### config.mk
export PLATFORM = sky130hd
export DESIGN_NAME = imem_loader_flat
export DESIGN_NICKNAME = d
export VERILOG_FILES = /design/src/rtl/imem_loader_pkg.sv /design/src/rtl/imem_loader_if.sv /design/src/rtl/imem_loader_word_packer.sv /design/src/rtl/imem_loader.sv /design/src/flat_wrapper.sv
export SDC_FILE = /design/constraint.sdc
export NUM_CORES = 1
export LEC_CHECK = 0
export ABC_AREA = 1
export BUFFER_PORTS_ARGS = -buffer_cell sky130_fd_sc_hd__buf_2
export CORE_ASPECT_RATIO = 0.5
export CORE_UTILIZATION = 25
export DETAILED_ROUTE_END_ITERATION = 8
export GPL_ROUTABILITY_DRIVEN = 1
export SLEW_MARGIN = 15
export SYNTH_ARGS = -nofsm -noshare
export SYNTH_HDL_FRONTEND = slang
export SYNTH_SLANG_ARGS = --single-unit
### constraint.sdc
create_clock -name clk -period 2.1 [get_ports clk]
set_input_delay 0.105 -clock clk [delete_from_list [all_inputs] [get_ports clk]]
set_output_delay 0.105 -clock clk [all_outputs]
set_load 0.03 [all_outputs]
### src/rtl/imem_loader_pkg.sv
// Shared constants and loader state encoding for the IMEM boot/debug loader.
package imem_loader_pkg;

    localparam int unsigned XLEN       = 32;
    localparam int unsigned IMEM_DEPTH = 1024;

    typedef enum logic [2:0] {
        IDLE = 3'd0,
        LEN0 = 3'd1,
        LEN1 = 3'd2,
        DATA = 3'd3,
        DONE = 3'd4,
        ERR  = 3'd5
    } ld_state_e;

endpackage

### src/rtl/imem_loader_if.sv
// Byte stream link into the loader plus the IMEM write port it drives.
interface imem_loader_if;
    import imem_loader_pkg::*;

    logic            rx_valid;
    logic [7:0]      rx_data;
    logic            rx_ready;
    logic            imem_we;
    logic [XLEN-1:0] imem_addr;
    logic [XLEN-1:0] imem_wdata;

    modport master (
        output rx_valid, rx_data,
        input  rx_ready, imem_we, imem_addr, imem_wdata
    );

    modport slave (
        input  rx_valid, rx_data,
        output rx_ready, imem_we, imem_addr, imem_wdata
    );

endinterface

### src/rtl/imem_loader_word_packer.sv
// Collects four stream bytes LSB-first into a 32-bit word; flags the 4th byte combinationally.
module imem_loader_word_packer
    import imem_loader_pkg::*;
(
    input  logic            clk,
    input  logic            rst_n,
    input  logic            clr,
    input  logic            en,
    input  logic [7:0]      din,
    output logic            word_valid_c,
    output logic [XLEN-1:0] word_c
);

    logic [1:0]  lane;
    logic [23:0] part;

    // Lane counter wraps 3->0; byte 3 is never stored, it completes the word directly.
    always_ff @(posedge clk) begin
        if (!rst_n || clr) begin
            lane <= '0;
            part <= '0;
        end else if (en) begin
            unique case (lane)
                2'd0:    part[7:0]   <= din;
                2'd1:    part[15:8]  <= din;
                2'd2:    part[23:16] <= din;
                default: ;
            endcase
            lane <= lane + 2'd1;
        end
    end

    always_comb begin
        word_valid_c = en && (lane == 2'd3);
        word_c       = {din, part};
    end

endmodule

### src/rtl/imem_loader.sv
// IMEM writer: parses a length-prefixed byte stream and issues one IMEM write per word.
module imem_loader
    import imem_loader_pkg::*;
#(
    parameter int unsigned DEPTH = IMEM_DEPTH,
    parameter int unsigned CNT_W = 16
) (
    input  logic          clk,
    input  logic          rst_n,
    input  logic          start,
    imem_loader_if.slave  bus,
    output logic          cpu_hold,
    output logic          busy,
    output logic          done,
    output logic          err
);

    localparam int unsigned IDX_W = $clog2(DEPTH) + 1;

    ld_state_e         state;
    ld_state_e         state_nxt;
    logic [7:0]        cnt_lo;
    logic [CNT_W-1:0]  cnt;
    logic [CNT_W-1:0]  hdr_c;
    logic [IDX_W-1:0]  word_idx;
    logic              xfer_c;
    logic              start_take_c;
    logic              data_en_c;
    logic              word_valid_c;
    logic              last_word_c;
    logic [XLEN-1:0]   word_c;
    logic              rx_ready_q;
    logic              we_q;
    logic [XLEN-1:0]   addr_q;
    logic [XLEN-1:0]   wdata_q;
    logic              rdy_nxt;
    logic              busy_nxt;
    logic              hold_nxt;
    logic              done_nxt;
    logic              err_nxt;

    assign bus.rx_ready   = rx_ready_q;
    assign bus.imem_we    = we_q;
    assign bus.imem_addr  = addr_q;
    assign bus.imem_wdata = wdata_q;

    always_comb begin
        xfer_c       = bus.rx_valid & rx_ready_q;
        start_take_c = start && ((state == IDLE) || (state == DONE) || (state == ERR));
        data_en_c    = xfer_c && (state == DATA);
        hdr_c        = CNT_W'({bus.rx_data, cnt_lo});
        last_word_c  = word_valid_c && ((CNT_W'(word_idx) + CNT_W'(1)) == cnt);
    end

    imem_loader_word_packer u_packer (
        .clk          (clk),
        .rst_n        (rst_n),
        .clr          (start_take_c),
        .en           (data_en_c),
        .din          (bus.rx_data),
        .word_valid_c (word_valid_c),
        .word_c       (word_c)
    );

    always_ff @(posedge clk) begin
        if (!rst_n) begin
            state <= IDLE;
        end else begin
            state <= state_nxt;
        end
    end

    always_comb begin
        state_nxt = state;
        unique case (state)
            IDLE, DONE, ERR: if (start) state_nxt = LEN0;
            LEN0:            if (xfer_c) state_nxt = LEN1;
            LEN1: begin
                if (xfer_c) begin
                    if (hdr_c == '0)                  state_nxt = DONE;
                    else if (32'(hdr_c) > 32'(DEPTH)) state_nxt = ERR;
                    else                              state_nxt = DATA;
                end
            end
            DATA:            if (last_word_c) state_nxt = DONE;
            default:         state_nxt = IDLE;
        endcase
    end

    // Status outputs are registered from next-state so rx_ready never depends on rx_valid.
    always_comb begin
        busy_nxt = (state_nxt == LEN0) || (state_nxt == LEN1) || (state_nxt == DATA);
        rdy_nxt  = busy_nxt;
        hold_nxt = busy_nxt | last_word_c;
        done_nxt = done;
        err_nxt  = err;
        if (start_take_c) begin
            done_nxt = 1'b0;
            err_nxt  = 1'b0;
        end
        if ((state != DONE) && (state_nxt == DONE)) done_nxt = 1'b1;
        if ((state != ERR) && (state_nxt == ERR))   err_nxt  = 1'b1;
    end

    always_ff @(posedge clk) begin
        if (!rst_n) begin
            rx_ready_q <= 1'b0;
            busy       <= 1'b0;
            cpu_hold   <= 1'b0;
            done       <= 1'b0;
            err        <= 1'b0;
            we_q       <= 1'b0;
            addr_q     <= '0;
            wdata_q    <= '0;
            word_idx   <= '0;
            cnt_lo     <= '0;
            cnt        <= '0;
        end else begin
            rx_ready_q <= rdy_nxt;
            busy       <= busy_nxt;
            cpu_hold   <= hold_nxt;
            done       <= done_nxt;
            err        <= err_nxt;
            we_q       <= word_valid_c;
            if (word_valid_c) begin
                addr_q   <= XLEN'({word_idx, 2'b00});
                wdata_q  <= word_c;
                word_idx <= word_idx + IDX_W'(1);
            end
            if (xfer_c && (state == LEN0)) cnt_lo <= bus.rx_data;
            if (xfer_c && (state == LEN1)) cnt    <= hdr_c;
            if (start_take_c)              word_idx <= '0;
        end
    end

endmodule

### src/flat_wrapper.sv
// flat-port wrapper written by rule: the top's interface ports become plain ports
module imem_loader_flat import imem_loader_pkg::*;
#(
    parameter int unsigned DEPTH = IMEM_DEPTH,
    parameter int unsigned CNT_W = 16
)
  (clk, rst_n, start, cpu_hold, busy, done, err, bus_rx_valid, bus_rx_data, bus_rx_ready, bus_imem_we, bus_imem_addr, bus_imem_wdata);
  imem_loader_if bus_i ();
  input  logic clk;
  input  logic rst_n;
  input  logic start;
  output logic cpu_hold;
  output logic busy;
  output logic done;
  output logic err;
  input wire logic [$bits(bus_i.rx_valid)-1:0] bus_rx_valid;
  input wire logic [$bits(bus_i.rx_data)-1:0] bus_rx_data;
  output wire logic [$bits(bus_i.rx_ready)-1:0] bus_rx_ready;
  output wire logic [$bits(bus_i.imem_we)-1:0] bus_imem_we;
  output wire logic [$bits(bus_i.imem_addr)-1:0] bus_imem_addr;
  output wire logic [$bits(bus_i.imem_wdata)-1:0] bus_imem_wdata;
  assign bus_i.rx_valid = bus_rx_valid;
  assign bus_i.rx_data = bus_rx_data;
  assign bus_rx_ready = bus_i.rx_ready;
  assign bus_imem_we = bus_i.imem_we;
  assign bus_imem_addr = bus_i.imem_addr;
  assign bus_imem_wdata = bus_i.imem_wdata;
  imem_loader #(.DEPTH(DEPTH), .CNT_W(CNT_W)) u_core (.clk(clk), .rst_n(rst_n), .start(start), .bus(bus_i), .cpu_hold(cpu_hold), .busy(busy), .done(done), .err(err));
endmodule
==> results of run 1 <==
==> placed cells by master, fill, tap and decap left out <==
cell / instances
bufinv_16: 1
dfxtp_2: 3
inv_2: 1
clkinv_1: 1
o21ai_0: 45
xor2_1: 2
nor2_2: 2
a31oi_1: 3
buf_12: 1
o21bai_1: 3
clkinv_2: 1
ha_2: 1
buf_4: 14
dfxtp_1: 109
a21boi_0: 1
o21bai_4: 1
ha_1: 4
conb_1: 21
nor2_1: 43
a21oi_1: 99
nor3_1: 3
nand2_2: 3
inv_6: 3
nand2_1: 167
o21ai_2: 1
nand3b_1: 1
buf_2: 60
inv_8: 2
nor2_4: 2
nand3_1: 47
or2_2: 2
clkbuf_16: 9
o21ai_1: 1
nand3_2: 1
inv_1: 46
nand4_1: 8
==> metrics by stage <==
stage / hold slack, ns / setup TNS, ns
global placement: 0.450 / 0
global route: 0.109 / -0.110
floorplan: 0.250 / 0
detailed placement: 0.454 / 0
finish: 0.0979 / 0
CTS: 0.0897 / 0
==> per-layer routing <==
metal	global-route usage	vias up
met1	0.161	1980
met4	0.0435	0
met5	0	-
li1	-	2193
met2	0.210	55
met3	0.0285	19
==> worst max-delay path, cell delays in order (launching register included) <==
cell and delay (ns):
dfxtp_1 0.34, ha_2 0.23, nand2_1 0.16, nor2_4 0.17, nand2_1 0.06, nand2_1 0.07, nand2_1 0.07, nand2_1 0.06
nand2_1 0.05, nor2_1 0.12, nand2_2 0.12, o21bai_4 0.18, nand4_1 0.11, nand2_1 0.10, nand2_1 0.05
==> how the worst max path moves through the flow <==
stage	start	to	slack (ns)	depth (start not counted)
floorplan	u_core.word_idx[0]	u_core.cpu_hold	0.27	14
global placement	u_core.word_idx[0]	u_core.cpu_hold	0.15	10
detailed placement	u_core.word_idx[0]	u_core.cpu_hold	0.10	10
CTS	u_core.word_idx[0]	u_core.cpu_hold	0.08	10
global route	u_core.word_idx[0]	u_core.err	-0.05	13
finish	u_core.word_idx[0]	u_core.cpu_hold	0.12	14
==> power by group <==
group          internal, mW  switching (mW)
Clock                 0.954           0.840
Sequential             2.14          0.0105
Combinational        0.0531           0.195
Total                  3.15            1.05
==> what timing repair did <==
item | in CTS | in global routing
endpoints found under the setup margin | 0 | 7
endpoints found under the hold margin | 0 | 0
gates resized for setup | 0 | 11
buffers inserted | 0 | 2
==> cell families after synthesis <==
logic type	count (synthesis)	synth area share
compound gates	154	0.166
xor+xnor	2	0.00369
fa+ha+maj	5	0.0132
buf+inv	105	0.101
flops	112	0.472
other cells	1	0.000789
simple gates	279	0.243
==> registers in the layout, summed over array words and instances (netlist names) <==
register / count
u_core.bus.imem_we: 1
u_core.cnt_lo: 8
u_core.cnt: 16
u_core.bus.imem_addr: 11
u_core.u_packer.lane: 2
u_core.done: 1
u_core.state: 3
u_core.u_packer.part: 24
u_core.bus.imem_wdata: 32
u_core.err: 1
u_core.word_idx: 11
u_core.cpu_hold: 1
u_core.bus.rx_ready: 1
==> layout make-up <==
class / instances / area, um^2 / share of cell area
flip-flops and latches: 112 / 2250 / 0.400
multi-input cells: 461 / 2140 / 0.380
repair buffers: 75 / 425 / 0.0757
well taps: 259 / 324 / 0.0577
clock buffers: 9 / 225 / 0.0401
inverters: 48 / 180 / 0.0321
clock inverters: 7 / 83.8 / 0.0149
==> metrics.txt, run 1 <==
most frequent cell after synthesis nand2_1; core region area 18500 um^2; leading area contributor after synthesis dfxtp_1; VDD IR max 0.381 mV; fin. max-slew vios 0; top routing layer in use met4; cell area after layout 5620 um^2; clock tree from TritonCTS yes; DRT iter0 DRCs 150; register area share after synthesis 0.472; drt wl/cell 12.4 um; register clock-pin slew on the reported worst setup and hold paths 0.08 ns; CP endpoint kind flop; antenna cells 0; synth unique cells 28; Worst Path Arrival 2.23 ns; Clock Sinks 112; Post-Synthesis Cells 658; Synth Warn # 0; run status finished, final reports clean; vias in the first global route 3890; post-synthesis cell area 4750 um^2; Die Area 19600 um^2; Post-layout nets 724; largest net degree at the start of global routing 45; final std cells w/o fill 971; H-tree Lvls 3; CTS hold repair buffers 0; Clock Skew 0.00604 ns; share of the synthesized area in the top cell type 0.472; Hold Path Sink u_core.bus.imem_wdata[31]; Rows 35; WL met1 5900 um; worst min path class in2reg; Root Driver clkbuf_16; Port Buffer Count 60; WHS Path Cells 3; Ports 82; Final Worst Setup Slack 0.122 ns; Met2 Wirelength 5520 um; Synth Flop Type dfxtp_1; effective utilization at floorplan 0.257; first-pass iteration count of the detailed router 4; max frequency 506 MHz; DRC Markers 0; Placer Congestion 0.864; Cell Area, Placed 5260 um^2; Static Leak 2.23 nW; PwrDens 746 nW/um^2; Hold Vio Cnt, Final 0; Layout Utilization 0.303; DRT antenna net count 0; Clk Latency, worst-skew pair 0.35 ns; startpoint types flop; Tcrit/Tclk final 0.942; Clock Path Buffers 2; Worst R2R Path Depth 14; Worst EP required 2.35 ns; met3 routed wirelength 464 um; Final setup viols 0; total power 4.19 mW; ranking of synthesized cells by area dfxtp_1 (47%), nand2_1 (13%), a21oi_1 (10%), nand3_1 (5.1%), o21ai_0 (4.7%); initial antenna violation count 0; share of cells above drive strength 1 0.152; Area Growth Syn to Fin 18.3%; Max Cap Violations 0; Yosys reg bits 112; Post-synth top cells nand2_1 (169), dfxtp_1 (112), a21oi_1 (99); worst reg2reg endpoint u_core.cpu_hold; setup slack, reg-to-reg 0.12 ns; Die Y 99.5 um; number of enable flip-flop cells after synthesis 0; CP Max Fanout 5; Remaining Overflow, GRT 0; final wirelength 12100 um; CTS Buf Count 9; RR Startpoint u_core.word_idx[0]; Worst Hold Launch bus_rx_data[7]; Tmin final 1.98 ns; FILL cells 1983; Setup Crit Path Kind reg2reg; Vias 4247; DP HPWL 8520 um; GRT Total Usage 0.126; syn avg cell area 7.22 um^2; pre-CTS WS 0.103 ns; die extent in x 197 um; vias per cell 4.37; first-pass GRT wire length 19500 um; FFs w/ async S/R, synth 0; Placed Cells 953
No activity file was read; power rests on OpenSTA's default activity.
==> inputs of run 2 (changes only) <==
- CELL_PAD_IN_SITES_DETAIL_PLACEMENT: default -> 1
- CELL_PAD_IN_SITES_GLOBAL_PLACEMENT: default -> 2
- PLACE_DENSITY_LB_ADDON: default -> 0.1
==> run 2 against run 1 <==
Against the previous run: die area stayed put; cell area is 2.0% higher; sequential power hardly changed; largest cell class unchanged; largest power group unchanged; final cell count is 1.0% higher; routed wire length is 27% higher; via count is 1.7% higher; critical path depth is 1 lower; sequential share of layout area is 0.68 points lower; first-iteration DRC count is 12% lower; highest routed layer unchanged; count of clock-buffer cells in the layout is 3 higher.
==> metrics.txt, run 2 (synthesis gave the netlist of run 1 again) <==
most common cell after layout, fill and taps aside nand2_1 (unchanged); CP Max Fanout 5 (unchanged); total power 4.29 mW (was 4.19 mW); run status finished, final reports clean (unchanged); top routing layer in use met4 (unchanged); VDD IR max 0.422 mV (was 0.381 mV); initial antenna violation count 1 (was 0); Static Leak 2.29 nW (was 2.23 nW); clock group share of total power 0.436 (was 0.428); DRC Markers 0 (unchanged); Tmin final 1.95 ns (was 1.98 ns); Vias 4318 (was 4247); internal power 3.20 mW (was 3.15 mW); Clock Skew 0.00726 ns (was 0.00604 ns); max reg flops 32 (unchanged); Worst EP required 2.36 ns (was 2.35 ns); clock tree from TritonCTS yes (unchanged); RR Startpoint u_core.word_idx[1] (was u_core.word_idx[0]); Root Driver clkbuf_16 (unchanged); die extent in x 197 um (unchanged); sequential share of power 0.501 (was 0.513); register clock-pin slew on the reported worst setup and hold paths 0.08 ns (about the same); GRT Total Usage 0.163 (was 0.126); Layout Utilization 0.310 (was 0.303); worst min path class in2reg (unchanged); Critical Path Stages 13 (was 14); FF+latch area 2250 um^2 (about the same); Setup Crit Path Kind reg2reg (unchanged); Clock Sinks 112 (unchanged); vias in the first global route 4275 (was 3890); H-tree Lvls 3 (unchanged); switching pwr 1.08 mW (was 1.05 mW); Worst Path Arrival 2.21 ns (was 2.23 ns); Clock Path Buffers 2 (unchanged); multi-input combinational cell area 2140 um^2 (about the same); CTS Buf Count 9 (unchanged); DRT iter0 DRCs 132 (was 150); crit-path cells ha_4 -> buf_4 -> nand4_1 -> nand3_1 -> nand2_1 -> nor2_1 -> nand2_1 -> nor2_1 -> nand2_2 -> o21bai_4 -> nand4_1 -> nand2_1 -> nand2_1 (was ha_2 -> nand2_1 -> nor2_4 -> nand2_1 -> nand2_1 -> nand2_1 -> nand2_1 -> nand2_1 -> nor2_1 -> nand2_2 -> o21bai_4 -> nand4_1 -> nand2_1 -> nand2_1); effective utilization at floorplan 0.257 (unchanged); Worst path slowest cell dfxtp_4 (was dfxtp_1); Final setup viols 0 (unchanged); DRT antenna net count 0 (unchanged); largest net degree at the start of global routing 42 (was 45); cell area after layout 5730 um^2 (was 5620 um^2); Die Y 99.5 um (unchanged); Hold Worst Slack 0.0876 ns (was 0.0979 ns); setup slack, reg-to-reg 0.15 ns (was 0.12 ns); final wirelength 15300 um (was 12100 um); pre-CTS WS -0.0937 ns (was 0.103 ns); Worst R2R Path Depth 13 (was 14); Area Growth Syn to Fin 20.7% (was 18.3%); crit path launch u_core.word_idx[1] (was u_core.word_idx[0]); CP bufs+invs 1 (was 0); share of cells above drive strength 1 0.166 (was 0.152); met3 routed wirelength 354 um (was 464 um); Port Buffer Count 60 (unchanged); startpoint types flop (unchanged); core region area 18500 um^2 (unchanged); drt wl/cell 15.6 um (was 12.4 um); Worst Hold Launch bus_rx_data[4] (was bus_rx_data[7]); Tcrit/Tclk final 0.929 (was 0.942); FILL cells 2320 (was 1983); Max Cap Violations 0 (unchanged); Rows 35 (unchanged); first-pass iteration count of the detailed router 6 (was 4); Die Area 19600 um^2 (unchanged); Hold Path Sink u_core.bus.imem_wdata[28] (was u_core.bus.imem_wdata[31]); antenna cells 0 (unchanged); Met2 Wirelength 6730 um (was 5520 um); vias per cell 4.40 (was 4.37); switching share of power 0.253 (was 0.250); most used cell, CP nand2_1 (unchanged); Top Family by Delay on Critical Path simple AND/OR/NAND/NOR gates (unchanged); Final Worst Setup Slack 0.150 ns (was 0.122 ns); worst reg2reg endpoint u_core.cpu_hold (unchanged); slowest stage delay, CP 0.39 ns (was 0.34 ns); WHS Path Cells 3 (unchanged); Placer Congestion 0.757 (was 0.864); CP endpoint kind flop (unchanged); combinational share of power 0.062 (was 0.059); Hold Vio Cnt, Final 0 (unchanged); Post-layout nets 734 (was 724); Clk Latency, worst-skew pair 0.36 ns (was 0.35 ns); Remaining Overflow, GRT 0 (unchanged); most frequent cells in the layout nand2_1 (168), dfxtp_1 (106), a21oi_1 (99), buf_2 (60), nand3_1 (47) (was nand2_1 (167), dfxtp_1 (109), a21oi_1 (99), buf_2 (60), nand3_1 (47)); PwrDens 747 nW/um^2 (was 746 nW/um^2); Cell Area, Placed 5350 um^2 (was 5260 um^2); CTS hold repair buffers 0 (unchanged); Ports 82 (unchanged); max frequency 513 MHz (was 506 MHz); first-pass GRT wire length 24300 um (was 19500 um); WL met1 8150 um (was 5900 um); DP HPWL 10500 um (was 8520 um); fin. max-slew vios 0 (unchanged)
==> run 2: repair_timing <==
| action | CTS | global route |
|---|---|---|
| hold endpoints to repair | 0 | 0 |
| cloned | 0 | 0 |
| endpoints found under the setup margin | 5 | 9 |
| pin swaps | 1 | 4 |
| gates resized for setup | 3 | 13 |
| buffers inserted | 0 | 2 |
==> run 2: worst max path at each step <==
stage                                 end  slack [ns]
after detailed placement  u_core.cpu_hold       -0.09
after global routing      u_core.cpu_hold      -0.007
final                     u_core.cpu_hold        0.15
after CTS                 u_core.cpu_hold        0.02
after global placement    u_core.cpu_hold       -0.09
after floorplan           u_core.cpu_hold        0.27
==> run 2: metal layers <==
metal | GRT usage | vias to the layer above
met5 | 0 | -
met4 | 0.0304 | 0
met3 | 0.0346 | 10
met2 | 0.259 | 49
met1 | 0.229 | 2048
li1 | - | 2211
==> run 2: power by group through the flow <==
stage          Clock (mW)  Combinational [mW]  Sequential (mW)
3_3_place_gp            0               0.271             2.20
4_1_cts              1.95               0.270             2.15
2_1_floorplan           0               0.195             2.21
6_report             1.87               0.268             2.15
3_5_place_dp            0               0.270             2.20
5_1_grt              2.02               0.294             2.15
==> run 2: layout make-up <==
class / count / share of cell area
clock buffer: 12 / 0.0447
clock inverter: 4 / 0.0105
inverter: 48 / 0.0314
multi-input combinational: 461 / 0.374
sequential: 112 / 0.393
tap: 259 / 0.0565
timing repair buffer: 85 / 0.0901
==> run 2: tightest hold or removal path: cells and delay by family <==
kind,cells,cell delay [ns]
AO/OA/AOI/OAI,1,0.05
buffers and inverters,1,0.16
AND/OR/NAND/NOR,1,0.08
==> run 2: through the flow <==
step	TNS, ns	instances
finish	0	981
global route	-0.0130	981
CTS	0	979
detailed placement	-0.247	963
global placement	-0.286	963
floorplan	0	678
==> inputs of run 3 (changes only) <==
- SYNTH_HIERARCHICAL: default -> 1
==> run 3 against run 2 <==
Against the previous run: first-iteration DRC count increased by 16%; register-to-register slack got worse by 0.05 ns; sequential cell count unchanged; clock power barely moved; synthesized cell count increased by 9.1%; core utilization is 0.50 points lower; non-clock buffer count rose by 1; sequential power hardly changed; global-route usage decreased by 1.3 points; sequential share of layout area shrank 1.7 points; maximum frequency shrank 2.5%; critical endpoint is now u_core/cpu_hold; worst hold slack gained 0.024 ns.
==> metrics.txt, run 3 <==
run status finished, final reports clean (unchanged); vias per cell 4.29 (was 4.40); Worst R2R Path Depth 17 (was 13); Tcrit/Tclk final 0.953 (was 0.929); Clock Skew 0.00751 ns (was 0.00726 ns); setup slack, reg-to-reg 0.1 ns (was 0.15 ns); PwrDens 717 nW/um^2 (was 747 nW/um^2); most frequent cells in the layout nor2_1 (154), nand2_1 (117), dfxtp_1 (107), inv_1 (72), o21ai_0 (72) (was nand2_1 (168), dfxtp_1 (106), a21oi_1 (99), buf_2 (60), nand3_1 (47)); Synth Warn # 6 (was 0); largest net degree at the start of global routing 47 (was 42); most frequent cell after synthesis nor2_1 (was nand2_1); internal power 3.24 mW (was 3.20 mW); ranking of synthesized cells by area dfxtp_1 (44%), nor2_1 (12%), nand2_1 (8.8%), o21ai_0 (7.1%), inv_1 (5.6%) (was dfxtp_1 (47%), nand2_1 (13%), a21oi_1 (10%), nand3_1 (5.1%), o21ai_0 (4.7%)); combinational share of power 0.066 (was 0.062); Post-Synth Adder-Cell Area 0.0124 (was 0.0132); Worst Path Arrival 2.25 ns (was 2.21 ns); post-synthesis simple-gate area fraction 0.292 (was 0.243); post-synthesis cell area 5060 um^2 (was 4750 um^2); GRT Total Usage 0.150 (was 0.163); register clock-pin slew on the reported worst setup and hold paths 0.07 ns (was 0.08 ns); number of enable flip-flop cells after synthesis 0 (unchanged); antenna cells 0 (unchanged); die extent in x 203 um (was 197 um); WHS Path Cells 3 (unchanged); fin. max-slew vios 0 (unchanged); CP endpoint kind flop (unchanged); CTS hold repair buffers 0 (unchanged); Hold Vio Cnt, Final 0 (unchanged); DRT iter0 DRCs 153 (was 132); unrepaired setup endpoints after global routing true; Worst Hold Launch rst_n (was bus_rx_data[4]); vias in the first global route 4402 (was 4275); Final setup viols 0 (unchanged); max frequency 500 MHz (was 513 MHz); share of the synthesized area in the top cell type 0.443 (was 0.472); switching share of power 0.243 (was 0.253); busiest grt layer met2 (unchanged); worst min path class in2reg (unchanged); Tmin final 2.00 ns (was 1.95 ns); Clk Latency, worst-skew pair 0.35 ns (was 0.36 ns); Placer Congestion 0.787 (was 0.757); Vias 4490 (was 4318); Clock Path Buffers 2 (unchanged); Clock Sinks 112 (unchanged); Hold Worst Slack 0.112 ns (was 0.0876 ns); worst slew pin tran 0.527 ns; Hold Path Sink u_core/bus.imem_addr[2] (was u_core.bus.imem_wdata[28]); Post-layout nets 794 (was 734); first-pass iteration count of the detailed router 4 (was 6); clock tree from TritonCTS yes (unchanged); met1 Use GR 0.206 (was 0.229); CTS Buf Count 9 (unchanged); DRC Markers 0 (unchanged); clock group share of total power 0.432 (was 0.436); Rows 36 (was 35); main combinational cell family by area after synthesis simple AND/OR/NAND/NOR gates (unchanged); core region area 19600 um^2 (was 18500 um^2); Static Leak 2.96 nW (was 2.29 nW); post-synthesis compound-gate area fraction 0.121 (was 0.166); syn avg cell area 7.05 um^2 (was 7.22 um^2); switching pwr 1.04 mW (was 1.08 mW); Synth Flop Type dfxtp_1 (unchanged); FFs w/ async S/R, synth 0 (unchanged); first-pass GRT wire length 24000 um (was 24300 um); Post-synth top cells nor2_1 (156), nand2_1 (118), dfxtp_1 (112) (was nand2_1 (169), dfxtp_1 (112), a21oi_1 (99)); most common cell after layout, fill and taps aside nor2_1 (was nand2_1); post-synthesis xor/xnor area fraction 0 (was 0.00369); worst reg2reg endpoint u_core/cpu_hold (was u_core.cpu_hold); DRT antenna net count 0 (unchanged); leading area contributor after synthesis dfxtp_1 (unchanged); GR Util met2 0.242 (was 0.259); Root Driver clkbuf_16 (unchanged); effective utilization at floorplan 0.258 (was 0.257); max reg flops 32 (unchanged); Setup Crit Path Kind reg2reg (unchanged); Area Growth Syn to Fin 18.2% (was 20.7%); final wirelength 15000 um (was 15300 um); drt wl/cell 14.4 um (was 15.6 um); RR Startpoint u_core/state[0] (was u_core.word_idx[1]); Remaining Overflow, GRT 0 (unchanged); Port Buffer Count 60 (unchanged); share of cells above drive strength 1 0.185 (was 0.166); VDD IR max 0.509 mV (was 0.422 mV); Post-Synthesis Cells 718 (was 658); met3 Resource Use GR 0.0345 (was 0.0346); FILL cells 2485 (was 2320); CP Max Fanout 4 (was 5); Max Cap Violations 0 (unchanged); sequential share of power 0.502 (was 0.501); Worst EP required 2.35 ns (was 2.36 ns); Yosys reg bits 112 (unchanged); Die Area 20800 um^2 (was 19600 um^2); synth unique cells 30 (was 28); initial antenna violation count 0 (was 1); DP HPWL 10400 um (was 10500 um); register area share after synthesis 0.443 (was 0.472); Worst slew margin 0.648; total power 4.29 mW (about the same); proportion of synthesized area in mux cells 0 (unchanged); Die Y 103 um (was 99.5 um); Ports 82 (unchanged); startpoint types flop (unchanged); H-tree Lvls 3 (unchanged)
## run 3: final cells by class
type,instances,area (um^2),area share
clock buffer,9,225,0.0377
clock inverter,5,81.3,0.0136
inverter,80,300,0.0502
multi-input combinational,488,2300,0.384
sequential,112,2250,0.376
tap,266,333,0.0556
timing repair buffer,86,495,0.0828
## run 3: layer usage
| layer | vias up | part of all wire | wire length [um] |
|---|---|---|---|
| li1 | 2311 | - | - |
| met4 | 0 | 0.0082 | 123 |
| met1 | 2130 | 0.52 | 7880 |
| met3 | 9 | 0.027 | 410 |
| met2 | 40 | 0.44 | 6600 |
| met5 | - | 0 | 0 |
## run 3: what timing repair did
| item | 4_1_cts | 5_1_grt |
|---|---|---|
| endpoints found under the setup margin | 0 | 7 |
| resized for setup | 0 | 17 |
| setup buffers | 0 | 5 |
## run 3: critical path, cell delays in order, from the launching register on
cell	delay, ns
dfxtp_2	0.34
inv_2	0.04
nor2_4	0.11
inv_2	0.06
nor3_4	0.17
nand2_1	0.08
inv_2	0.08
nand3_2	0.07
nor2_2	0.08
nand2_1	0.05
nor2_1	0.09
nand3_1	0.12
nor2_4	0.16
nand3_2	0.10
nand2_4	0.09
nand3_4	0.08
nand3_2	0.11
nand2_1	0.06
## run 3: power by group through the flow
stage,clock (mW),sequential [mW],combinational (mW)
finish,1.85,2.15,0.284
floorplan,0,2.21,0.199
detailed placement,0,2.20,0.273
global route,2.01,2.15,0.314
global placement,0,2.20,0.274
CTS,1.94,2.15,0.274
## run 3: stage by stage
| step | setup TNS [ns] | area (um^2) | utilization | setup slack, ns | instances |
|---|---|---|---|---|---|
| 5_1_grt | -0.316 | 5980 | 0.305 | -0.0886 | 1046 |
| 2_1_floorplan | 0 | 5150 | - | 0.0965 | 738 |
| 3_5_place_dp | 0 | 5580 | 0.284 | 0.0226 | 1027 |
| 4_1_cts | 0 | 5890 | 0.300 | 0.00511 | 1041 |
| 6_report | 0 | 5980 | 0.305 | 0.0992 | 1046 |
| 3_3_place_gp | 0 | 5580 | 0.284 | 0.127 | 1027 |
## run 3: logic make-up (layout without fill, tap and decap cells)
kind of cell	Yosys count	count (layout)
and+or+nand+nor	343	343
other	1	21
DFF	112	112
buffers and inverters	138	180
adders and majority gates	5	5
AOI/OAI and AO/OA	119	119
## run 3: how the worst max path moves through the flow
| stage | start | end | slack (ns) | cells past startpoint |
|---|---|---|---|---|
| 6_report | u_core/state[0] | u_core/cpu_hold | 0.1 | 17 |
| 2_1_floorplan | u_core/bus.rx_ready | u_core/cpu_hold | 0.1 | 15 |
| 3_3_place_gp | u_core/state[0] | u_core/cpu_hold | 0.13 | 17 |
| 4_1_cts | u_core/state[0] | u_core/cpu_hold | 0.005 | 17 |
| 3_5_place_dp | u_core/word_idx[0] | u_core/cpu_hold | 0.02 | 14 |
| 5_1_grt | u_core/state[0] | u_core/cpu_hold | -0.09 | 17 |
